<file path="src/rtl/alu_apb_bridge.sv">
// alu_apb_bridge
//   APB3 slave front-end for the ALU. Holds the ALU operand and opcode
//   registers, launches an operation on every accepted OP write, then
//   captures the ALU result, status, error and op_rdy into read-only
//   registers. A sticky DONE flag marks completion.
//
// Register map (byte-wide, M = 8):
//   0 ARG_A  RW        1 ARG_B  RW        2 OP  RW [N-1:0]
//   3 RESULT RO        4 STATUS RO {DONE, BUSY, op_rdy, error, status[3:0]}
//   5 IRQ_EN RW bit 0 (ALU_BRIDGE_IRQ_EN builds only; otherwise unmapped)
//
// Ports:
//   i_clk, i_reset                  clock, synchronous active-low reset
//   i_psel/i_penable/i_pwrite       APB control
//   i_paddr, i_pwdata               APB address / write data
//   o_prdata, o_pready, o_pslverr   APB response (o_pready combinational)
//   o_alu_op, o_alu_arg_A/B         ALU operand/opcode drive
//   i_alu_result/status/op_rdy/error  registered ALU outputs
//   o_irq                           DONE & IRQ_EN[0], registered
//                                   (only with ALU_BRIDGE_IRQ_EN defined)
//
// Build option: define ALU_BRIDGE_IRQ_EN to add o_irq and register 5.

module alu_apb_bridge #(
    parameter int N       = 4,
    parameter int M       = 8,
    parameter int K       = 8,
    parameter int ALU_LAT = 1
) (
    input  logic         i_clk,
    input  logic         i_reset,
    input  logic         i_psel,
    input  logic         i_penable,
    input  logic         i_pwrite,
    input  logic [2:0]   i_paddr,
    input  logic [M-1:0] i_pwdata,
    output logic [M-1:0] o_prdata,
    output logic         o_pready,
    output logic         o_pslverr,
    output logic [N-1:0] o_alu_op,
    output logic [M-1:0] o_alu_arg_A,
    output logic [M-1:0] o_alu_arg_B,
    input  logic [K-1:0] i_alu_result,
    input  logic [3:0]   i_alu_status,
    input  logic         i_alu_op_rdy,
    input  logic         i_alu_error
`ifdef ALU_BRIDGE_IRQ_EN
    ,
    output logic         o_irq
`endif
);

    localparam int CW = $clog2(ALU_LAT + 1);

    typedef enum logic [1:0] {
        S_IDLE,
        S_WAIT,
        S_CAPTURE
    } state_t;

    state_t         r_state;
    state_t         w_next_state;

    logic [M-1:0]   r_arg_a;
    logic [M-1:0]   r_arg_b;
    logic [N-1:0]   r_op;
    logic [K-1:0]   r_result;
    logic [5:0]     r_status;
    logic           r_done;
    logic [CW-1:0]  r_cnt;
`ifdef ALU_BRIDGE_IRQ_EN
    logic           r_irq_en;
    logic           r_irq;
`endif

    logic           w_busy;
    logic           w_capture;
    logic           w_access;
    logic           w_mapped;
    logic           w_err;
    logic           w_stall;
    logic           w_accept;
    logic           w_launch;
    logic [M-1:0]   w_rdata;

    assign o_alu_op    = r_op;
    assign o_alu_arg_A = r_arg_a;
    assign o_alu_arg_B = r_arg_b;
`ifdef ALU_BRIDGE_IRQ_EN
    assign o_irq       = r_irq;
`endif

    // APB decode and response
    always_comb begin
        w_busy    = (r_state != S_IDLE);
        w_capture = (r_state == S_CAPTURE);
        w_access  = i_reset && i_psel && i_penable;
`ifdef ALU_BRIDGE_IRQ_EN
        w_mapped  = (i_paddr <= 3'd5);
`else
        w_mapped  = (i_paddr <= 3'd4);
`endif
        w_err     = !w_mapped || (i_pwrite && (i_paddr == 3'd3 || i_paddr == 3'd4));
        // Operand/opcode writes must not disturb an operation in flight.
        w_stall   = i_pwrite && (i_paddr <= 3'd2) && w_busy;
        o_pready  = w_access && !w_stall;
        o_pslverr = o_pready && w_err;
        w_accept  = o_pready && !w_err;
        w_launch  = w_accept && i_pwrite && (i_paddr == 3'd2);

        w_rdata = '0;
        case (i_paddr)
            3'd0: w_rdata = r_arg_a;
            3'd1: w_rdata = r_arg_b;
            3'd2: w_rdata[N-1:0] = r_op;
            3'd3: w_rdata[K-1:0] = r_result;
            3'd4: w_rdata[7:0] = {r_done, w_busy, r_status};
`ifdef ALU_BRIDGE_IRQ_EN
            3'd5: w_rdata[0] = r_irq_en;
`endif
            default: w_rdata = '0;
        endcase
        o_prdata = (w_accept && !i_pwrite) ? w_rdata : '0;
    end

    // FSM state register
    always_ff @(posedge i_clk) begin
        if (!i_reset) begin
            r_state <= S_IDLE;
        end else begin
            r_state <= w_next_state;
        end
    end

    // FSM next state: WAIT lasts ALU_LAT cycles, CAPTURE one cycle
    always_comb begin
        w_next_state = r_state;
        case (r_state)
            S_IDLE:    if (w_launch) w_next_state = S_WAIT;
            S_WAIT:    if (r_cnt == CW'(1)) w_next_state = S_CAPTURE;
            S_CAPTURE: w_next_state = S_IDLE;
            default:   w_next_state = S_IDLE;
        endcase
    end

    // Registers, counter, capture and DONE
    always_ff @(posedge i_clk) begin
        if (!i_reset) begin
            r_arg_a  <= '0;
            r_arg_b  <= '0;
            r_op     <= '0;
            r_result <= '0;
            r_status <= '0;
            r_done   <= 1'b0;
            r_cnt    <= '0;
`ifdef ALU_BRIDGE_IRQ_EN
            r_irq_en <= 1'b0;
            r_irq    <= 1'b0;
`endif
        end else begin
            if (w_accept && i_pwrite) begin
                case (i_paddr)
                    3'd0: r_arg_a <= i_pwdata;
                    3'd1: r_arg_b <= i_pwdata;
                    3'd2: r_op    <= i_pwdata[N-1:0];
`ifdef ALU_BRIDGE_IRQ_EN
                    3'd5: r_irq_en <= i_pwdata[0];
`endif
                    default: ;
                endcase
            end

            if (w_launch) begin
                r_cnt <= CW'(ALU_LAT);
            end else if (r_state == S_WAIT) begin
                r_cnt <= r_cnt - CW'(1);
            end

            if (w_capture) begin
                r_result <= i_alu_result;
                r_status <= {i_alu_op_rdy, i_alu_error, i_alu_status};
            end

            // A launch always clears DONE. A RESULT read that lands on the
            // capture edge returned the previous result, so the fresh
            // capture keeps DONE set.
            if (w_launch) begin
                r_done <= 1'b0;
            end else if (w_capture) begin
                r_done <= 1'b1;
            end else if (w_accept && !i_pwrite && i_paddr == 3'd3) begin
                r_done <= 1'b0;
            end

`ifdef ALU_BRIDGE_IRQ_EN
            r_irq <= r_done && r_irq_en;
`endif
        end
    end

endmodule
</file>
<file path="config.mk">
export PLATFORM = sky130hd
export DESIGN_NAME = alu_apb_bridge
export DESIGN_NICKNAME = d
export VERILOG_FILES = /design/src/rtl/alu_apb_bridge.sv
export SDC_FILE = /design/constraint.sdc
export NUM_CORES = 1
export LEC_CHECK = 0
export ABC_AREA = 1
export BUFFER_PORTS_ARGS = -buffer_cell sky130_fd_sc_hd__buf_2
export CAP_MARGIN = 10
export CORE_ASPECT_RATIO = 0.5
export CORE_UTILIZATION = 47
export CTS_BUF_LIST = sky130_fd_sc_hd__clkbuf_8
export CTS_CLUSTER_SIZE = 25
export DETAILED_ROUTE_END_ITERATION = 10
export GPL_TIMING_DRIVEN = 0
export PLACE_DENSITY = 0.85
export SYNTH_ARGS = -nofsm -noshare
export SYNTH_HDL_FRONTEND = slang
export SYNTH_SLANG_ARGS = --single-unit
export TNS_END_PERCENT = 5
</file>
<file path="constraint.sdc">
create_clock -name i_clk -period 1.3 [get_ports i_clk]
set_clock_uncertainty 0.05 [all_clocks]
set_input_delay 0.13 -clock i_clk [delete_from_list [all_inputs] [get_ports i_clk]]
set_output_delay 0.13 -clock i_clk [all_outputs]
set_load 0.03 [all_outputs]
</file>
Word level (Yosys, flattened, before mapping)
Cells that the tools add are included.
- bits in registers: 38
- output and inout bits: 30
- $add $sub $neg: 1
- magnitude comparators: 2
- eq/ne operators: 8
- muxes and demuxes: 10
- bitwise gates (word level): 1
- reductions and logical operators: 28
- operators with widths (cell ; count):
    4-bit case mux with 5 select lines ; 1
    4-bit case mux with 4 select lines ; 1
    1-bit logical AND ; 12
    8-bit two-way mux ; 1
    2-bit AND reduction ; 4
    3-bit by 2-bit == test with 1-bit output (second input constant) ; 2
    2-bit nonzero test ; 3
    1-bit logical NOT ; 4
    1-bit two-way mux ; 4
    2-bit two-way mux ; 2
    2-bit != test (second input constant) ; 2
    2-bit case mux with 2 select lines ; 1
    3-bit by 1-bit == test with 1-bit output (second input constant) ; 1
    3-bit == test (second input constant) ; 1
    3-bit by 2-bit <= comparator with 1-bit output (second input constant) ; 1
    3-bit <= comparator (second input constant) ; 1
    3-bit logical NOT ; 1
    2-bit by 1-bit == test with 1-bit output (second input constant) ; 1
    2-bit == test (second input constant) ; 1
    2-bit logical NOT ; 1
    1-bit logical OR ; 2
    2-bit OR reduction ; 1
    1-bit inverter ; 1
    1-bit subtractor (second input constant) ; 1

Depth between registers and ports, before layout
Gate-level depths: netlist (run 1).
- depth after elaboration: 10
- gate-level depth with buffers: 8
- depth with buffers taken out: 7

Least setup slack after synthesis (run 1)
No wires, ideal clock.
- path kind: input port to output port
- start point: input i_paddr[2]
- end point: output o_prdata[4]
- arrival: 1.558 ns
- required time: 1.120 ns
- setup slack: -0.438 ns
- stages: 8
- buffers on the path: 1
- cells stage by stage: buf_4 -> inv_1 -> nand3_1 -> nand3_1 -> nand2_1 -> inv_1 -> nand2_2 -> a31oi_1
- longest elaborated chain between the ends: 8
- elaborated cells on any way between the ends: 19
- classes of those cells: 2 x order compare; 3 x eq/ne; 2 x mux; 12 x reduce/logical
- ends and longest elaborated chain (item ; RTL line ; source):
    start, declared ; 35 ; input logic [2:0] i_paddr,
    3-bit by 2-bit <= comparator with 1-bit output ; 105 ; w_stall = i_pwrite && (i_paddr <= 3'd2) && w_busy;
    1-bit logical AND (2 in a row) ; 105 ;
    1-bit logical NOT ; 106 ; o_pready = w_access && !w_stall;
    1-bit logical AND ; 106 ;
    via o_pready ; 38 ; output logic o_pready,
    1-bit logical AND ; 108 ; w_accept = o_pready && !w_err;
    1-bit logical AND ; 123 ; o_prdata = (w_accept && !i_pwrite) ? w_rdata : '0;
    8-bit two-way mux ; 123 ;
    end, declared ; 37 ; output logic [M-1:0] o_prdata,
The timed path passes the listed nets, and every way through them passes these cells.

Worst setup path after layout (run 1)
- start point: register r_state[0]
- end point: output o_prdata[5]
- longest elaborated chain between the ends: 7
- ends and longest elaborated chain (item ; RTL line ; source):
    start, declared ; 61 ; state_t r_state;
    start signal, assigned ; 131 ; r_state <= w_next_state;
    2-bit nonzero test ; 95 ; w_busy = (r_state != S_IDLE);
    1-bit logical AND ; 105 ;
    1-bit logical NOT ; 106 ;
    1-bit logical AND ; 106 ;
    1-bit logical AND ; 108 ;
    1-bit logical AND ; 123 ;
    8-bit two-way mux ; 123 ;
No other way between the ends.

==> impl_metrics.csv, run 1 <==
group,metric,value,unit
clock_network,clkSinkCount,38,
clock_network,cts_tree,"yes",
cells_and_area,num-nets-final,346,
sta,setup_ws,-0.308,ns
synthesis,yosysSeqAreaShare,42.5,%
critical_path,cp.required,1.12,ns
route,wl_per_cell,15.3,microns
clock_network,cts_buffer_depth,2,
grt,gr-usage-all-layers,28.7,%
cells_and_area,layout-drive-gt1-share,35.6,%
cells_and_area,area_delta_synth_final,39.5,%
synthesis,synth_fp_nets,279,
sta,min_period_over_period,124,%
sta,worst_pin_slew,0.517,ns
power_and_ir_drop,p_leak,1.08,nW
placed_design,detailed_place_hpwl,3.74,mm
cells_and_area,fillerInstances,257,
grt,grt_max_degree,13,
cells_and_area,seqCellArea,763,sq um
synthesis,ys_warn_count,0,
synthesis,synth_area_per_cell,7.20,sq um
sta,finalMaxSlewViolations,0,
sta,rsz0062_at_grt,"true",
cells_and_area,layout_commonest_cell,"nor2_1",
route,dr.pass1.iters,5,
grt,grt_pass1_wl,8.42,mm
floorplan,rows,15,
grt,top_usage_layer,"met2",
grt,use_met2,46.1,%
power_and_ir_drop,cellPowerDensity,1040,nW/um^2
clock_network,root_buffer,"clkbuf_8",
cells_and_area,multi_input_area,1040,sq um
sta,post-route-min-period,1.61,ns
placed_design,place_congestion,0.862,
synthesis,synth.area.top_cells,"dfxtp_1 (42%), nor2_1 (13%), o21ai_0 (7.3%)",
route,routed_via_density,5.43,
route,ant_nets,0,
sta,fmax,622,MHz
synthesis,syn_area,1790,sq um
floorplan,start_util,50.8,%
route,drc,0,
floorplan,core,3530,sq um
clock_network,htreeDepth,2,
synthesis,synth_cells,249,
route,drt_iter0_drc,158,
floorplan,die_w,89.3,microns
sta,holdWs,0.00190,ns
critical_path,worstSetupStartpointType,"register",
grt,grt_overflow,0,
clock_network,clock_latency,0.29,ns
critical_path,cp_max_fo,8,
placed_design,portBuffers,57,
outcome,status,"complete, but fails checks",
hold_path,min_path_type,"in2reg",
critical_path,cp-end-kind,"output port",
route,vias,2000,
critical_path,crit_type,"reg2out",
cells_and_area,finalInstanceArea,2500,sq um
synthesis,ys_types,25,
sta,setup_viol,42,
synthesis,yosysTopAreaCell,"dfxtp_1",
grt,antenna_found_initial,0,
synthesis,netlist.area_leader.share,42.5,%
grt,use_met1,39.6,%
sta,relSlewSlack,65.3,%
critical_path,critPathArrivalTime,1.43,ns
outcome,violations,"negative setup slack",
grt,first_global_vias,1741,
cells_and_area,diodes,0,
route,routed_wl,5.64,mm
cells_and_area,utilization,70.8,%
synthesis,synth-seq-cells,38,
floorplan,die_area,4080,sq um
grt,met3_usage,6.16,%
clock_network,clkTransAtPathRegs,0.08,ns
floorplan,fp.dieH,45.7,microns
sta,hold_violations,0,
sta,finalSetupTns,-6.06,ns
placed_design,dpl_cell_area,2240,sq um
floorplan,ios,60,
power_and_ir_drop,vdd_drop_max,0.000727,V
power_and_ir_drop,p_total,2.61,mW
cells_and_area,final_cell_mix,"nor2_1 (60), buf_2 (48), dfxtp_1 (36), nand2_1 (30), o21ai_0 (26)",
clock_network,cts_buffers,5,
flow_run,cap_viol_max_count,0,
[layer usage]
layer,share of wire (%),routed length [microns]
met5,0,0
met4,1.8,99
met3,7.6,429
met2,47,2640
met1,44,2460
[area by class of cell]
type	instances	area share, %
Tap cell	51	2.55
Multi-Input combinational cell	184	41.5
Timing Repair Buffer	60	14.7
Inverter	19	2.95
Buffer	8	2.05
Clock inverter	2	2.40
Clock buffer	6	3.30
Sequential cell	38	30.5
[registers in the layout, summed over array words and instances (netlist names)]
register,count
o_alu_op,4
r_cnt,1
r_state,2
r_done,1
o_alu_arg_B,8
o_alu_arg_A,8
r_result,8
r_status,6
[power breakdown]
group          switching [mW]  total [mW]  internal (mW)
logic                   0.125       0.190         0.0652
registers             0.00184        1.17           1.17
clock network           0.433        1.25          0.819
[synth_stat cells, drive strengths merged]
cell,n
a211oi,1
a21oi,12
a22o,1
a22oi,3
a31oi,2
and3,3
buf,3
clkbuf,5
dfxtp,38
inv,19
nand2,34
nand3,4
nand4,2
nor2,68
nor3,20
o21ai,34
[through the flow]
step           worst slack [ns]  instances
2_1_floorplan            -0.166        249
6_report                 -0.308        368
5_1_grt                  -0.390        368
3_3_place_gp             -0.232        357
4_1_cts                  -0.307        367
3_5_place_dp             -0.237        357
[kinds of logic (layout without fill, tap and decap cells)]
kind of cell           after synthesis  in the layout  share of synthesized area [%]
AOI/OAI and AO/OA                   53             53                           16.1
buffers and inverters               27             95                           6.70
and+or+nand+nor                    131            131                           34.7
DFF                                 38             38                           42.5
[repair_timing]
| action | 4_1_cts | 5_1_grt |
|---|---|---|
| hold buffers | 0 | 0 |
| pin swaps | 3 | 4 |
| setup endpoints to repair | 42 | 47 |
| buffers inserted | 2 | 1 |
| gates resized for setup | 29 | 5 |
[critical path, stage by stage, from the launching register on]
cell and delay [ns]:
dfxtp_2 0.34, inv_2 0.06, nand2_2 0.05, nand3_2 0.08
nand2_2 0.08, inv_4 0.08, nand2_8 0.11, a31oi_4 0.18
buf_6 0.15
[final timing paths]
path                            slack [ns]           to  depth (start not counted)       startpoint
worst max-delay path                 -0.31  o_prdata[5]                          8       r_state[0]
worst min-delay path                 0.002  r_result[6]                          3  i_alu_result[6]
worst max register to register       -0.18  o_alu_op[3]                          6       r_state[1]
worst min register to register        0.43   r_state[1]                          2            r_cnt
Note: power is estimated with default switching activity, not from simulation.
==> run 2, diff against run 1 <==
CORE_UTILIZATION = 50   (was 47)
CTS_CLUSTER_DIAMETER = 40   (was default)
PLACE_DENSITY = 0.86   (was 0.85)
clock period = 1.5 ns   (was 1.3 ns; I/O delays follow)
==> run 2 against run 1 <==
The flow still finishes with violations (negative setup slack); first-iteration DRC count rose by 22%; count of clock-buffer cells in the layout is 2 higher; via count grew 2.9%; non-clock buffer count increased by 4; largest cell class unchanged; highest routed layer unchanged.
==> impl_metrics.csv, run 2 (synthesis gave the netlist of run 1 again) <==
group,metric,value,unit
sta,relSlewSlack,67.5,%
clock_network,root_buffer,"clkbuf_8",
hold_path,worstHoldStart,"i_alu_result[1]",
flow_run,cap_viol_max_count,0,
critical_path,crit_top_cell,"nand2_2",
sta,fmax,597,MHz
cells_and_area,multi_input_area,1050,sq um
sta,post-route-min-period,1.68,ns
critical_path,critPathArrivalTime,1.48,ns
critical_path,r2r_setup_slack,-0.16,ns
route,dr.pass1.iters,5,
sta,finalSetupTns,-1.91,ns
grt,gr-usage-all-layers,31.3,%
critical_path,critical_path.slowest_cell,"dfxtp_2",
sta,finalMaxSlewViolations,0,
grt,grt_overflow,0,
power_and_ir_drop,p_total,2.00,mW
cells_and_area,diodes,0,
sta,min_period_over_period,112,%
power_and_ir_drop,cellPowerDensity,803,nW/um^2
route,ant_nets,0,
critical_path,cp.required,1.30,ns
route,routed_via_density,5.57,
hold_path,min_path_type,"in2reg",
floorplan,core,3210,sq um
clock_network,clkTransAtPathRegs,0.07,ns
sta,holdWs,0.0245,ns
clock_network,htreeDepth,2,
hold_path,worstHoldPathCells,3,
grt,grt_pass1_wl,8.78,mm
floorplan,ios,60,
cells_and_area,seqCellArea,763,sq um
critical_path,cp_cell_sequence,"inv_2 > nand2_2 > nand3_2 > nand2_2 > inv_4 > nand2_8 > a31oi_4 > buf_6",
floorplan,die_area,3840,sq um
sta,hold_violations,0,
route,wl_per_cell,15.8,microns
power_and_ir_drop,p_leak,1.07,nW
hold_path,hold-path-endpoint,"r_result[1]",
cells_and_area,final_cell_mix,"nor2_1 (59), buf_2 (48), dfxtp_1 (36), nand2_1 (30), o21ai_0 (26)",
critical_path,worstRegToRegCells,12,
clock_network,cts_buffer_depth,2,
route,drt_iter0_drc,192,
placed_design,portBuffers,57,
cells_and_area,fillerInstances,219,
critical_path,crit_type,"reg2out",
critical_path,cp-startpoint,"r_state[1]",
floorplan,fp.dieH,44.3,microns
floorplan,start_util,55.9,%
outcome,status,"complete, but fails checks",
clock_network,clock_latency,0.29,ns
cells_and_area,layout_commonest_cell,"nor2_1",
floorplan,rows,14,
critical_path,cp-end-kind,"output port",
placed_design,detailed_place_hpwl,3.75,mm
grt,grt_max_degree,12,
clock_network,cts_tree,"yes",
critical_path,timing.rr.start,"r_state[0]",
critical_path,worstSetupStartpointType,"register",
cells_and_area,area_delta_synth_final,39.1,%
outcome,violations,"negative setup slack",
sta,setup_viol,27,
placed_design,place_congestion,0.891,
cells_and_area,layout-drive-gt1-share,35.8,%
power_and_ir_drop,vdd_drop_max,0.000415,V
grt,antenna_found_initial,0,
route,vias,2057,
grt,first_global_vias,1855,
sta,worst_pin_slew,0.486,ns
clock_network,cts_buffers,5,
sta,rsz0062_at_grt,"true",
sta,setup_ws,-0.176,ns
route,drc,0,
critical_path,cp_max_fo,8,
route,routed_wl,5.82,mm
clock_network,hold_buffers,0,
clock_network,clkSinkCount,38,
floorplan,die_w,86.7,microns
critical_path,timing.rr.end,"r_cnt",
cells_and_area,num-nets-final,350,
critical_path,slowest_delay,0.35,ns
[run 2: cell types whose count changed in the layout (fill, tap and decap cells not counted), sizes merged]
cell,previous run,this run
buf,64,67
clkbuf,10,13
bufinv,2,0
[run 2: how the worst max path moves through the flow]
stage,cells past startpoint,endpoint
after detailed placement,5,o_prdata[2]
final,8,o_prdata[5]
after CTS,8,o_prdata[5]
after global routing,8,o_prdata[5]
after global placement,5,o_prdata[3]
after floorplan,6,o_pslverr
[run 2: critical path: cells and delay by family (launching register included)]
kind | cells | cell delay, ns
compound gates | 1 | 0.19
flops | 1 | 0.35
buf+inv | 3 | 0.31
simple gates | 4 | 0.32
[run 2: final cells by class]
class,instances,area share [%]
multi-input cells,184,42.0
flip-flops and latches,38,30.6
repair buffers,64,15.7
clock buffers,8,4.42
inverters,19,2.96
well taps,48,2.41
plain buffers,8,1.96
[run 2: metrics by stage]
step	cells	utilization [%]	area, sq um	setup WS, ns
3_5_place_dp	354	69.6	2230	-0.0927
3_3_place_gp	354	69.6	2230	-0.0586
5_1_grt	369	77.8	2490	-0.231
4_1_cts	369	77.2	2480	-0.114
2_1_floorplan	249	-	1890	-0.0265
6_report	369	77.8	2490	-0.176
[run 2: routing by layer]
metal  part of all wire [%]  wire, microns  GRT usage [%]  vias up
met5                      0              0              0        -
met4                    3.7            216           13.7        0
met3                    9.8            568           8.02       31
met2                     45           2590           52.2      146
met1                     42           2440           39.4      918
li1                       -              -              -      962
[run 2: power breakdown]
| part | leakage (nW) | internal (mW) | switching [mW] | total [mW] |
|---|---|---|---|---|
| registers | 0.307 | 1.01 | 0.00165 | 1.01 |
| clock network | 0.0575 | 0.464 | 0.361 | 0.825 |
| logic | 0.705 | 0.0537 | 0.112 | 0.165 |
[run 2: timing repair]
action	in CTS	in global routing
setup endpoints to repair	13	30
setup buffers	7	0
pin swaps	4	3
resized for setup	27	4
==> run 3, diff against run 2 <==
CORE_ASPECT_RATIO = default   (was 0.5)
CTS_CLUSTER_SIZE = 16   (was 25)
GPL_TIMING_DRIVEN = 1   (was 0)
==> run 3 against run 2 <==
The flow still finishes with violations (negative setup slack); clock power shrank 15%; largest cell class unchanged; utilization shrank 4.5 points; combinational power grew 2%; register-to-register slack gained 0.23 ns; via count shrank 5.1%.
==> impl_metrics.csv, run 3 (synthesis gave the netlist of run 1 again) <==
group,metric,value,unit
sta,finalMaxSlewViolations,0,
route,drc,0,
route,dr.pass1.iters,5,
critical_path,worstSetupStartpointType,"register",
cells_and_area,diodes,0,
floorplan,rows,21,
placed_design,detailed_place_hpwl,3.57,mm
sta,post-route-min-period,1.64,ns
outcome,violations,"negative setup slack",
sta,relSlewSlack,69.5,%
clock_network,htreeDepth,2,
critical_path,critPathArrivalTime,1.44,ns
grt,antenna_found_initial,0,
placed_design,place_congestion,0.836,
route,vias,1952,
floorplan,fp.dieH,61.9,microns
power_and_ir_drop,cellPowerDensity,758,nW/um^2
clock_network,root_buffer,"clkbuf_8",
route,ant_nets,0,
grt,grt_overflow,0,
cells_and_area,finalInstanceArea,2480,sq um
floorplan,die_w,61.9,microns
grt,first_global_vias,1730,
critical_path,crit_type,"reg2out",
hold_path,min_path_type,"in2reg",
critical_path,cp.required,1.30,ns
cells_and_area,num-nets-final,352,
clock_network,clkTransAtPathRegs,0.07,ns
flow_run,cap_viol_max_count,0,
sta,min_period_over_period,109,%
clock_network,clkSinkCount,38,
hold_path,hold-path-endpoint,"r_status[4]",
cells_and_area,layout_commonest_cell,"nor2_1",
placed_design,portBuffers,59,
floorplan,start_util,52.9,%
critical_path,worstRegToRegCells,6,
route,routed_wl,4.81,mm
clock_network,cts_tree,"yes",
cells_and_area,final_cell_mix,"nor2_1 (60), buf_2 (50), dfxtp_1 (36), nand2_1 (30), o21ai_0 (26)",
clock_network,cts_buffers,5,
critical_path,timing.rr.start,"r_state[1]",
route,routed_via_density,5.29,
sta,worst_pin_slew,0.457,ns
floorplan,die_area,3830,sq um
sta,rsz0062_at_grt,"true",
clock_network,cts_buffer_depth,2,
sta,fmax,612,MHz
critical_path,cp_max_fo,8,
critical_path,cp-startpoint,"r_state[0]",
route,drt_iter0_drc,122,
grt,gr-usage-all-layers,26.6,%
hold_path,worstHoldPathCells,3,
outcome,status,"complete, but fails checks",
hold_path,worstHoldStart,"i_alu_error",
grt,grt_max_degree,37,
floorplan,core,3390,sq um
sta,setup_viol,9,
critical_path,cp-end-kind,"output port",
critical_path,timing.rr.end,"o_alu_op[1]",
cells_and_area,layout-drive-gt1-share,37.2,%
power_and_ir_drop,vdd_drop_max,0.000630,V
route,wl_per_cell,13.0,microns
cells_and_area,area_delta_synth_final,38.6,%
sta,holdWs,0.0272,ns
sta,hold_violations,0,
sta,setup_ws,-0.135,ns
critical_path,r2r_setup_slack,0.07,ns
grt,grt_pass1_wl,7.30,mm
power_and_ir_drop,p_leak,1.09,nW
floorplan,ios,60,
clock_network,clock_latency,0.29,ns
placed_design,dpl_cell_area,2290,sq um
run 3: cell count changes in the layout (fill, tap and decap cells not counted), sizes merged:
| cell | before | now |
|---|---|---|
| buf | 67 | 74 |
| inv | 19 | 20 |
| clkinv | 0 | 1 |
| clkbuf | 13 | 6 |
run 3: worst max path at each step:
stage / endpoint / depth (start not counted)
2_1_floorplan: o_pslverr / 6
3_3_place_gp: o_prdata[4] / 9
3_5_place_dp: o_prdata[4] / 9
4_1_cts: o_prdata[4] / 8
5_1_grt: o_prdata[4] / 8
6_report: o_prdata[4] / 8
run 3: routing by layer:
layer	vias to the layer above	wire length, microns	GRT usage [%]
li1	967	-	-
met1	899	2030	31.0
met2	74	2380	45.9
met3	12	294	7.25
met4	0	102	11.1
met5	-	0	0
run 3: where the power goes:
part           total, mW  switching, mW  leakage [nW]  internal [mW]
Combinational      0.169          0.104         0.732         0.0647
Clock              0.702          0.338        0.0524          0.363
Sequential          1.01        0.00164         0.307           1.01
run 3: per-stage QoR:
stage               util [%]  instances  worst slack [ns]  total power [mW]  setup TNS (ns)
global placement        67.5        359           -0.0104              1.19         -0.0124
detailed placement      67.5        359           -0.0336              1.19          -0.105
global route            73.3        369            -0.184              1.94           -1.64
floorplan                  -        249           -0.0265              1.12         -0.0265
CTS                     72.7        369            -0.165              1.89           -1.07
finish                  73.3        369            -0.135              1.88          -0.757
run 3: layout make-up:
class,count,area (sq um)
timing repair buffer,74,460
tap,46,57.6
multi-input combinational,184,1040
sequential,38,763
inverter,19,73.8
clock inverter,2,8.76
fill,261,906
clock buffer,6,82.6
run 3: critical path, cell delays in order, from the launching register on:
cell	delay, ns
dfxtp_2	0.34
inv_2	0.07
nand2_2	0.05
nand3_2	0.08
nand2_2	0.07
inv_4	0.08
nand2_8	0.11
a31oi_4	0.19
buf_6	0.15
run 3: what timing repair did:
item,in CTS,in global routing
pin swaps,2,5
gates resized for setup,23,6
buffers inserted,2,0
endpoints found under the setup margin,8,30
hold buffers,0,0
